--- config.mk ---
export PLATFORM = sky130hd
export DESIGN_NAME = bound_link_vc
export DESIGN_NICKNAME = d
export VERILOG_FILES = /design/src/rtl/bound_link_vc_pkg.sv /design/src/rtl/bound_link_vc_dir.sv /design/src/rtl/bound_link_vc.sv
export SDC_FILE = /design/constraint.sdc
export NUM_CORES = 1
export LEC_CHECK = 0
export CAP_MARGIN = 20
export CELL_PAD_IN_SITES_DETAIL_PLACEMENT = 2
export CELL_PAD_IN_SITES_GLOBAL_PLACEMENT = 2
export CORE_ASPECT_RATIO = 0.6
export CORE_MARGIN = 4
export CORE_UTILIZATION = 42
export DETAILED_ROUTE_END_ITERATION = 10
export PLACE_DENSITY = 0.81
export SYNTH_ARGS = -nofsm -noshare
export SYNTH_HDL_FRONTEND = slang
export SYNTH_SLANG_ARGS = --single-unit
--- constraint.sdc ---
create_clock -name clk -period 2.4 [get_ports clk]
set_input_delay 0.48 -clock clk [delete_from_list [all_inputs] [get_ports clk]]
set_output_delay 0.48 -clock clk [all_outputs]
set_load 0.05 [all_outputs]
--- src/rtl/bound_link_vc_pkg.sv ---
// Shared constants for the target/interposer VC boundary link: flit type codes,
// header field positions, FIFO sizing and the enums used by both directions.
package bound_link_vc_pkg;

  localparam int BL_DW = 32;

  // Flit type lives in the top two bits; 2'b00 is the illegal encoding.
  typedef enum logic [1:0] {
    FLIT_ILLEGAL = 2'b00,
    FLIT_HEAD    = 2'b01,
    FLIT_BODY    = 2'b10,
    FLIT_TAIL    = 2'b11
  } flit_type_e;

  localparam int OUTBOUND_M = 29;
  localparam int RTDRID_HI  = 27;
  localparam int RTDRID_LO  = 24;
  localparam int ITPDRID_HI = 23;
  localparam int ITPDRID_LO = 20;
  localparam int DRID_HI    = 19;
  localparam int DRID_LO    = 16;

  localparam int BFIFO_DEPTH     = 4;
  localparam int BFIFO_DEPTH_LOG = 2;

  typedef enum logic {
    CHK_IDLE,
    CHK_IN_PKT
  } chk_state_e;

  typedef enum logic {
    REWRITE_T2I,
    REWRITE_I2T
  } rewrite_mode_e;

endpackage

--- src/rtl/bound_link_vc_dir.sv ---
// One direction of the boundary link: per-VC FWFT FIFOs fed through a header
// rewrite and packet-order checker, drained by a round-robin VC arbiter.
module SyncFIFO_RTL #(
  parameter int DW        = 32,
  parameter int DEPTH     = 4,
  parameter int DEPTH_LOG = 2
) (
  input  logic          clk,
  input  logic          rstn,
  input  logic          wr_en,
  input  logic [DW-1:0] wr_data,
  input  logic          rd_en,
  output logic [DW-1:0] rd_data,
  output logic          full,
  output logic          empty
);

  logic [DW-1:0]        mem [DEPTH];
  logic [DEPTH_LOG-1:0] wr_ptr;
  logic [DEPTH_LOG-1:0] rd_ptr;
  logic [DEPTH_LOG:0]   count;
  logic                 push;
  logic                 pop;

  assign push    = wr_en && !full;
  assign pop     = rd_en && !empty;
  assign full    = (count == (DEPTH_LOG+1)'(DEPTH));
  assign empty   = (count == '0);
  assign rd_data = mem[rd_ptr];

  always_ff @(posedge clk or negedge rstn) begin
    if (!rstn) begin
      wr_ptr <= '0;
      rd_ptr <= '0;
      count  <= '0;
    end else begin
      if (push) wr_ptr <= wr_ptr + 1'b1;
      if (pop)  rd_ptr <= rd_ptr + 1'b1;
      case ({push, pop})
        2'b10:   count <= count + 1'b1;
        2'b01:   count <= count - 1'b1;
        default: count <= count;
      endcase
    end
  end

  // Storage carries no reset; validity is tracked entirely by count.
  always_ff @(posedge clk) begin
    if (push) mem[wr_ptr] <= wr_data;
  end

endmodule

module bound_vc_dir
  import bound_link_vc_pkg::*;
#(
  parameter int DW         = BL_DW,
  parameter int NCH        = 2,
  parameter int VCW        = 1,
  parameter int DEPTH      = BFIFO_DEPTH,
  parameter int DEPTH_LOG  = BFIFO_DEPTH_LOG,
  parameter bit REWRITE_EN = 1'b1
) (
  input  logic          clk,
  input  logic          rstn,
  input  rewrite_mode_e mode,
  input  logic [DW-1:0] in_data,
  input  logic [VCW-1:0] in_vc,
  input  logic          in_valid,
  output logic [NCH-1:0] in_ready,
  output logic [DW-1:0] out_data,
  output logic [VCW-1:0] out_vc,
  output logic          out_valid,
  input  logic [NCH-1:0] out_ready,
  output logic [NCH-1:0] err
);

  flit_type_e     in_type;
  logic           accept;
  logic [DW-1:0]  wr_data;
  logic [NCH-1:0] wr_en;
  logic [NCH-1:0] rd_en;
  logic [NCH-1:0] full;
  logic [NCH-1:0] empty;
  logic [NCH-1:0] eligible;
  logic [NCH-1:0] err_q;
  logic [NCH-1:0] err_d;
  logic [DW-1:0]  rd_data [NCH];
  chk_state_e     state_q [NCH];
  chk_state_e     state_d [NCH];
  logic [VCW-1:0] rr_q;
  logic [VCW-1:0] rr_d;
  logic [VCW-1:0] grant;
  logic [VCW-1:0] cand;
  logic           found;

  assign in_type  = flit_type_e'(in_data[DW-1:DW-2]);
  assign in_ready = ~full;
  assign accept   = in_valid && in_ready[in_vc];
  assign eligible = ~empty & out_ready;
  assign err      = err_q;

  always_comb begin
    wr_data = in_data;
    if (REWRITE_EN && in_type == FLIT_HEAD) begin
      if (mode == REWRITE_T2I) begin
        wr_data[OUTBOUND_M]          = 1'b0;
        wr_data[RTDRID_HI:RTDRID_LO] = in_data[ITPDRID_HI:ITPDRID_LO];
      end else begin
        wr_data[RTDRID_HI:RTDRID_LO] = in_data[DRID_HI:DRID_LO];
      end
    end
  end

  // Orphan BODY/TAIL and illegal flits are swallowed but still handshaken.
  always_comb begin
    wr_en = '0;
    err_d = err_q;
    for (int v = 0; v < NCH; v++) state_d[v] = state_q[v];
    for (int v = 0; v < NCH; v++) begin
      if (accept && in_vc == VCW'(v)) begin
        case (in_type)
          FLIT_HEAD: begin
            wr_en[v]   = 1'b1;
            if (state_q[v] == CHK_IN_PKT) err_d[v] = 1'b1;
            state_d[v] = CHK_IN_PKT;
          end
          FLIT_BODY, FLIT_TAIL: begin
            if (state_q[v] == CHK_IDLE) begin
              err_d[v] = 1'b1;
            end else begin
              wr_en[v] = 1'b1;
              if (in_type == FLIT_TAIL) state_d[v] = CHK_IDLE;
            end
          end
          default: err_d[v] = 1'b1;
        endcase
      end
    end
  end

  always_comb begin
    grant = '0;
    cand  = '0;
    found = 1'b0;
    rd_en = '0;
    for (int k = 0; k < NCH; k++) begin
      cand = VCW'((int'(rr_q) + k) % NCH);
      if (!found && eligible[cand]) begin
        found = 1'b1;
        grant = cand;
      end
    end
    if (found) rd_en[grant] = 1'b1;
    rr_d = found ? VCW'((int'(grant) + 1) % NCH) : rr_q;
  end

  assign out_valid = found;
  assign out_vc    = grant;
  assign out_data  = rd_data[grant];

  always_ff @(posedge clk or negedge rstn) begin
    if (!rstn) begin
      rr_q  <= '0;
      err_q <= '0;
      for (int v = 0; v < NCH; v++) state_q[v] <= CHK_IDLE;
    end else begin
      rr_q  <= rr_d;
      err_q <= err_d;
      for (int v = 0; v < NCH; v++) state_q[v] <= state_d[v];
    end
  end

  for (genvar v = 0; v < NCH; v++) begin : g_vc
    SyncFIFO_RTL #(
      .DW(DW), .DEPTH(DEPTH), .DEPTH_LOG(DEPTH_LOG)
    ) u_fifo (
      .clk     (clk),
      .rstn    (rstn),
      .wr_en   (wr_en[v]),
      .wr_data (wr_data),
      .rd_en   (rd_en[v]),
      .rd_data (rd_data[v]),
      .full    (full[v]),
      .empty   (empty[v])
    );
  end

endmodule

--- src/rtl/bound_link_vc.sv ---
// Target/interposer boundary link with NCH virtual channels per direction;
// each direction is an independent bound_vc_dir with its own rewrite rule.
module bound_link_vc
  import bound_link_vc_pkg::*;
#(
  parameter int DW         = BL_DW,
  parameter int NCH        = 2,
  parameter int VCW        = 1,
  parameter int DEPTH      = BFIFO_DEPTH,
  parameter int DEPTH_LOG  = BFIFO_DEPTH_LOG,
  parameter bit REWRITE_EN = 1'b1
) (
  input  logic           clk,
  input  logic           rstn,
  input  logic [DW-1:0]  trg_data_i,
  input  logic [VCW-1:0] trg_vc_i,
  input  logic           trg_valid_i,
  output logic [NCH-1:0] trg_ready_o,
  output logic [DW-1:0]  itp_data_o,
  output logic [VCW-1:0] itp_vc_o,
  output logic           itp_valid_o,
  input  logic [NCH-1:0] itp_ready_i,
  input  logic [DW-1:0]  itp_data_i,
  input  logic [VCW-1:0] itp_vc_i,
  input  logic           itp_valid_i,
  output logic [NCH-1:0] itp_ready_o,
  output logic [DW-1:0]  trg_data_o,
  output logic [VCW-1:0] trg_vc_o,
  output logic           trg_valid_o,
  input  logic [NCH-1:0] trg_ready_i,
  output logic [NCH-1:0] t2i_err_o,
  output logic [NCH-1:0] i2t_err_o
);

  bound_vc_dir #(
    .DW(DW), .NCH(NCH), .VCW(VCW), .DEPTH(DEPTH),
    .DEPTH_LOG(DEPTH_LOG), .REWRITE_EN(REWRITE_EN)
  ) u_t2i (
    .clk       (clk),
    .rstn      (rstn),
    .mode      (REWRITE_T2I),
    .in_data   (trg_data_i),
    .in_vc     (trg_vc_i),
    .in_valid  (trg_valid_i),
    .in_ready  (trg_ready_o),
    .out_data  (itp_data_o),
    .out_vc    (itp_vc_o),
    .out_valid (itp_valid_o),
    .out_ready (itp_ready_i),
    .err       (t2i_err_o)
  );

  bound_vc_dir #(
    .DW(DW), .NCH(NCH), .VCW(VCW), .DEPTH(DEPTH),
    .DEPTH_LOG(DEPTH_LOG), .REWRITE_EN(REWRITE_EN)
  ) u_i2t (
    .clk       (clk),
    .rstn      (rstn),
    .mode      (REWRITE_I2T),
    .in_data   (itp_data_i),
    .in_vc     (itp_vc_i),
    .in_valid  (itp_valid_i),
    .in_ready  (itp_ready_o),
    .out_data  (trg_data_o),
    .out_vc    (trg_vc_o),
    .out_valid (trg_valid_o),
    .out_ready (trg_ready_i),
    .err       (i2t_err_o)
  );

endmodule

==> run_results.csv <==
group,metric,value,unit
floorplanning,initial_core_util,42.8,%
global_route,antenna_found_initial,0,
global_route,grt.total_usage,23.1,%
critical_path,cp.arrival,2.34,ns
synth,synth_top_area_share,70.0,%
floorplanning,dieArea,0.0562,mm²
synth,netlist_top_cells_count,"edfxtp_1, mux4_2, inv_1",
flow_run,cap_violations,0,
synth,yosysWarnings,0,
clock_tree,cts-root-buf,"clkbuf_16",
routing,drtPass1Iterations,5,
floorplanning,io_pins,150,
routing,drt_wl_total,66.2,mm
critical_path,start_kind,"flop",
clock_tree,cts_buffers,52,
global_route,overflow,0,
global_route,grt_first_pass_wirelength,92.5,mm
hold_path,hold_class,"in2async",
placed_design,dp.final_hpwl,39.8,mm
pwr,pwr_density_cell,1280,mW/mm²
cells_and_area,fin_util,54.4,%
critical_path,worst_path_most_repeated_cell,"buf_12",
synth,postSynthCellCount,982,
pwr,design_power_total,35.9,mW
cells_and_area,drive_gt1_share,39.2,%
synth,yosysMostFrequentCell,"edfxtp_1",
clock_tree,ctsHoldBuffers,0,
critical_path,path_cells,"o31a_1 -> o21ai_4 -> buf_12 -> buf_12 -> mux2_2 -> buf_6",
global_route,grt_pass1_vias,12684,
floorplanning,die_w,303,µm
synth,synthArstFlopShare,6.91,%
synth,synth_edf_count,512,
sta,rsz0062_at_grt,"yes",
critical_path,crit_path_top_delay_cell,"dfrtp_2",
sta,drv_slew,0,
clock_tree,cts_htree_levels,2,
routing,ant_nets,0,
synth,synthFlopType,"edfxtp_1",
placed_design,place_congestion,0.762,
cells_and_area,n_antenna_cell,0,
critical_path,critPathBufInv,3,
clock_tree,cts_tree,"yes",
sta,slew_headroom,39.6,%
routing,wl_per_cell,32.8,µm
clock_tree,cts_max_path_buffers,3,
floorplanning,rows,64,
sta,whs,0.0426,ns
critical_path,path_delay_family,"buffers and inverters",
floorplanning,die_h,185,µm
sta,skew,0.0167,ns
synth,avgSynthCellArea,22.4,µm²
critical_path,required,1.92,ns
synth,synth_seq_cells,550,
routing,vias_per_cell,5.56,
critical_path,cp_max_fo,8,
synth,synth_top_cell_by_area,"edfxtp_1",
sta,max_freq,354,MHz
pwr,p_leak,9.77,nW
sta,min_period,2.82,ns
sta,setup_viol,68,
critical_path,worstSetupPathType,"reg2out",
clock_tree,clock_sinks,550,
cells_and_area,fin_nets,1384,
pwr,max-vdd-ir-drop,0.673,mV
clock_tree,clk_pin_slew,0.07,ns
placed_design,io_buffer_count,149,
outcome,violations,"setup timing",
clock_tree,clkLatencyLatePin,0.58,ns
outcome,outcome,"finished, violations left",
sta,fin_ws,-0.422,ns
synth,yosys-top-cells-area,"edfxtp_1, mux4_2, dfrtp_1",
synth,synthDistinctLibCells,48,
synth,syn_nets,1080,
routing,vias,11211,
sta,finalHoldViolations,0,
sta,tightest_slew,0.907,ns
routing,drc,0,
routing,drt_iter0_markers,985,
cells_and_area,areaGrowthSynthToFinish,27.1,%
synth,synth_area,0.0220,mm²
global_route,grt_max_degree,33,
critical_path,max_stage_delay,0.46,ns
floorplanning,core-area,0.0513,mm²
critical_path,end_kind,"primary output",
synth,ys_seq_area_share,74.3,%
sta,period_share,118,%
[layout by cell type, fill, tap and decap left out, types with 3 or more instances in the layout]
| cell | n |
|---|---|
| buf_4 | 73 |
| nand2_1 | 32 |
| buf_6 | 50 |
| fa_1 | 4 |
| o21ai_0 | 5 |
| edfxtp_1 | 512 |
| clkdlybuf4s50_1 | 76 |
| dfrtp_1 | 30 |
| mux2i_1 | 7 |
| dfrtp_2 | 8 |
| mux4_1 | 3 |
| clkinv_1 | 11 |
| mux2_2 | 6 |
| clkbuf_1 | 19 |
| and2_2 | 16 |
| nand3_1 | 3 |
| mux2_4 | 62 |
| inv_1 | 36 |
| nor2_1 | 6 |
| o31a_1 | 3 |
| ha_1 | 16 |
| xnor2_1 | 14 |
| xor2_1 | 10 |
| buf_16 | 14 |
| buf_8 | 19 |
| mux4_2 | 125 |
| clkbuf_16 | 58 |
| clkinv_2 | 4 |
| buf_12 | 52 |
[final timing paths]
path	start	end	slack [ns]	depth (start not counted)
max in group asynchronous	rstn	u_i2t.g_vc[1].u_fifo.count[0]	1.66	2
min	rstn	u_t2i.state_q[1]	0.04	1
max reg2reg	u_t2i.g_vc[0].u_fifo.count[0]	u_t2i.g_vc[1].u_fifo.count[2]	-0.01	10
min in group clk	u_t2i.err[1]	u_t2i.err[1]	0.50	1
max	u_i2t.g_vc[1].u_fifo.count[0]	trg_data_o[18]	-0.42	6
min reg2reg	u_t2i.err[1]	u_t2i.err[1]	0.50	1
[area by class of cell]
type	instances	area, µm²
Fill cell	4238	23400
Sequential cell	550	16300
Multi-Input combinational cell	353	5330
Timing Repair Buffer	290	3710
Clock buffer	72	1400
Tap cell	693	867
Inverter	39	151
Clock inverter	19	139
[what timing repair did]
action	in CTS	in global routing
gates cloned	11	6
pin swaps	3	11
setup buffers	15	15
resized for setup	141	57
setup endpoints to repair	71	76
[registers in the layout (all words and copies together), names as in the netlist]
| register | flops |
|---|---|
| u_i2t.g_vc.u_fifo.mem | 256 |
| u_i2t.state_q | 2 |
| u_t2i.rr_q | 1 |
| u_t2i.err | 2 |
| u_t2i.g_vc.u_fifo.rd_ptr | 4 |
| u_t2i.g_vc.u_fifo.wr_ptr | 4 |
| u_t2i.g_vc.u_fifo.count | 6 |
| u_i2t.err | 2 |
| u_i2t.g_vc.u_fifo.rd_ptr | 4 |
| u_i2t.g_vc.u_fifo.wr_ptr | 4 |
| u_i2t.g_vc.u_fifo.count | 6 |
| u_t2i.state_q | 2 |
| u_i2t.rr_q | 1 |
| u_t2i.g_vc.u_fifo.mem | 256 |
[per-layer routing]
layer / vias to the layer above / GRT usage [%] / part of all wire, %
met5: - / 0 / 0
met4: 0 / 4.63 / 1.7
met3: 71 / 3.35 / 3.8
met2: 291 / 40.5 / 52
met1: 6231 / 31.1 / 43
li1: 4618 / - / -
[through the flow]
stage               instances  TNS (ns)  area (µm²)  setup slack, ns
floorplan                 982         0       22000           0.0872
global placement         1883    -84.47       25200           -0.351
detailed placement       1883   -115.11       25200           -0.463
CTS                      1997    -24.83       27500           -0.432
global route             2016    -29.57       27900           -0.511
finish                   2016    -24.27       27900           -0.422
[logic make-up (layout without fill, tap and decap cells)]
logic type,Yosys count,count (layout),synth area share [%]
AO/OA/AOI/OAI,27,27,1.35
buffers and inverters,79,420,2.14
AND/OR/NAND/NOR,75,75,1.86
XOR/XNOR,24,24,0.957
multiplexers,203,203,17.9
flip-flops,550,550,74.3
adder cells (fa/ha/maj),24,24,1.50
[power breakdown]
group | internal, mW | total (mW) | leakage, nW | switching [mW]
Sequential | 11.3 | 11.9 | 5.05 | 0.546
Clock | 4.26 | 7.81 | 0.746 | 3.55
Combinational | 7.64 | 16.2 | 3.97 | 8.54
Total | 23.2 | 35.9 | 9.77 | 12.6
Power figures use the tool's default switching activity.
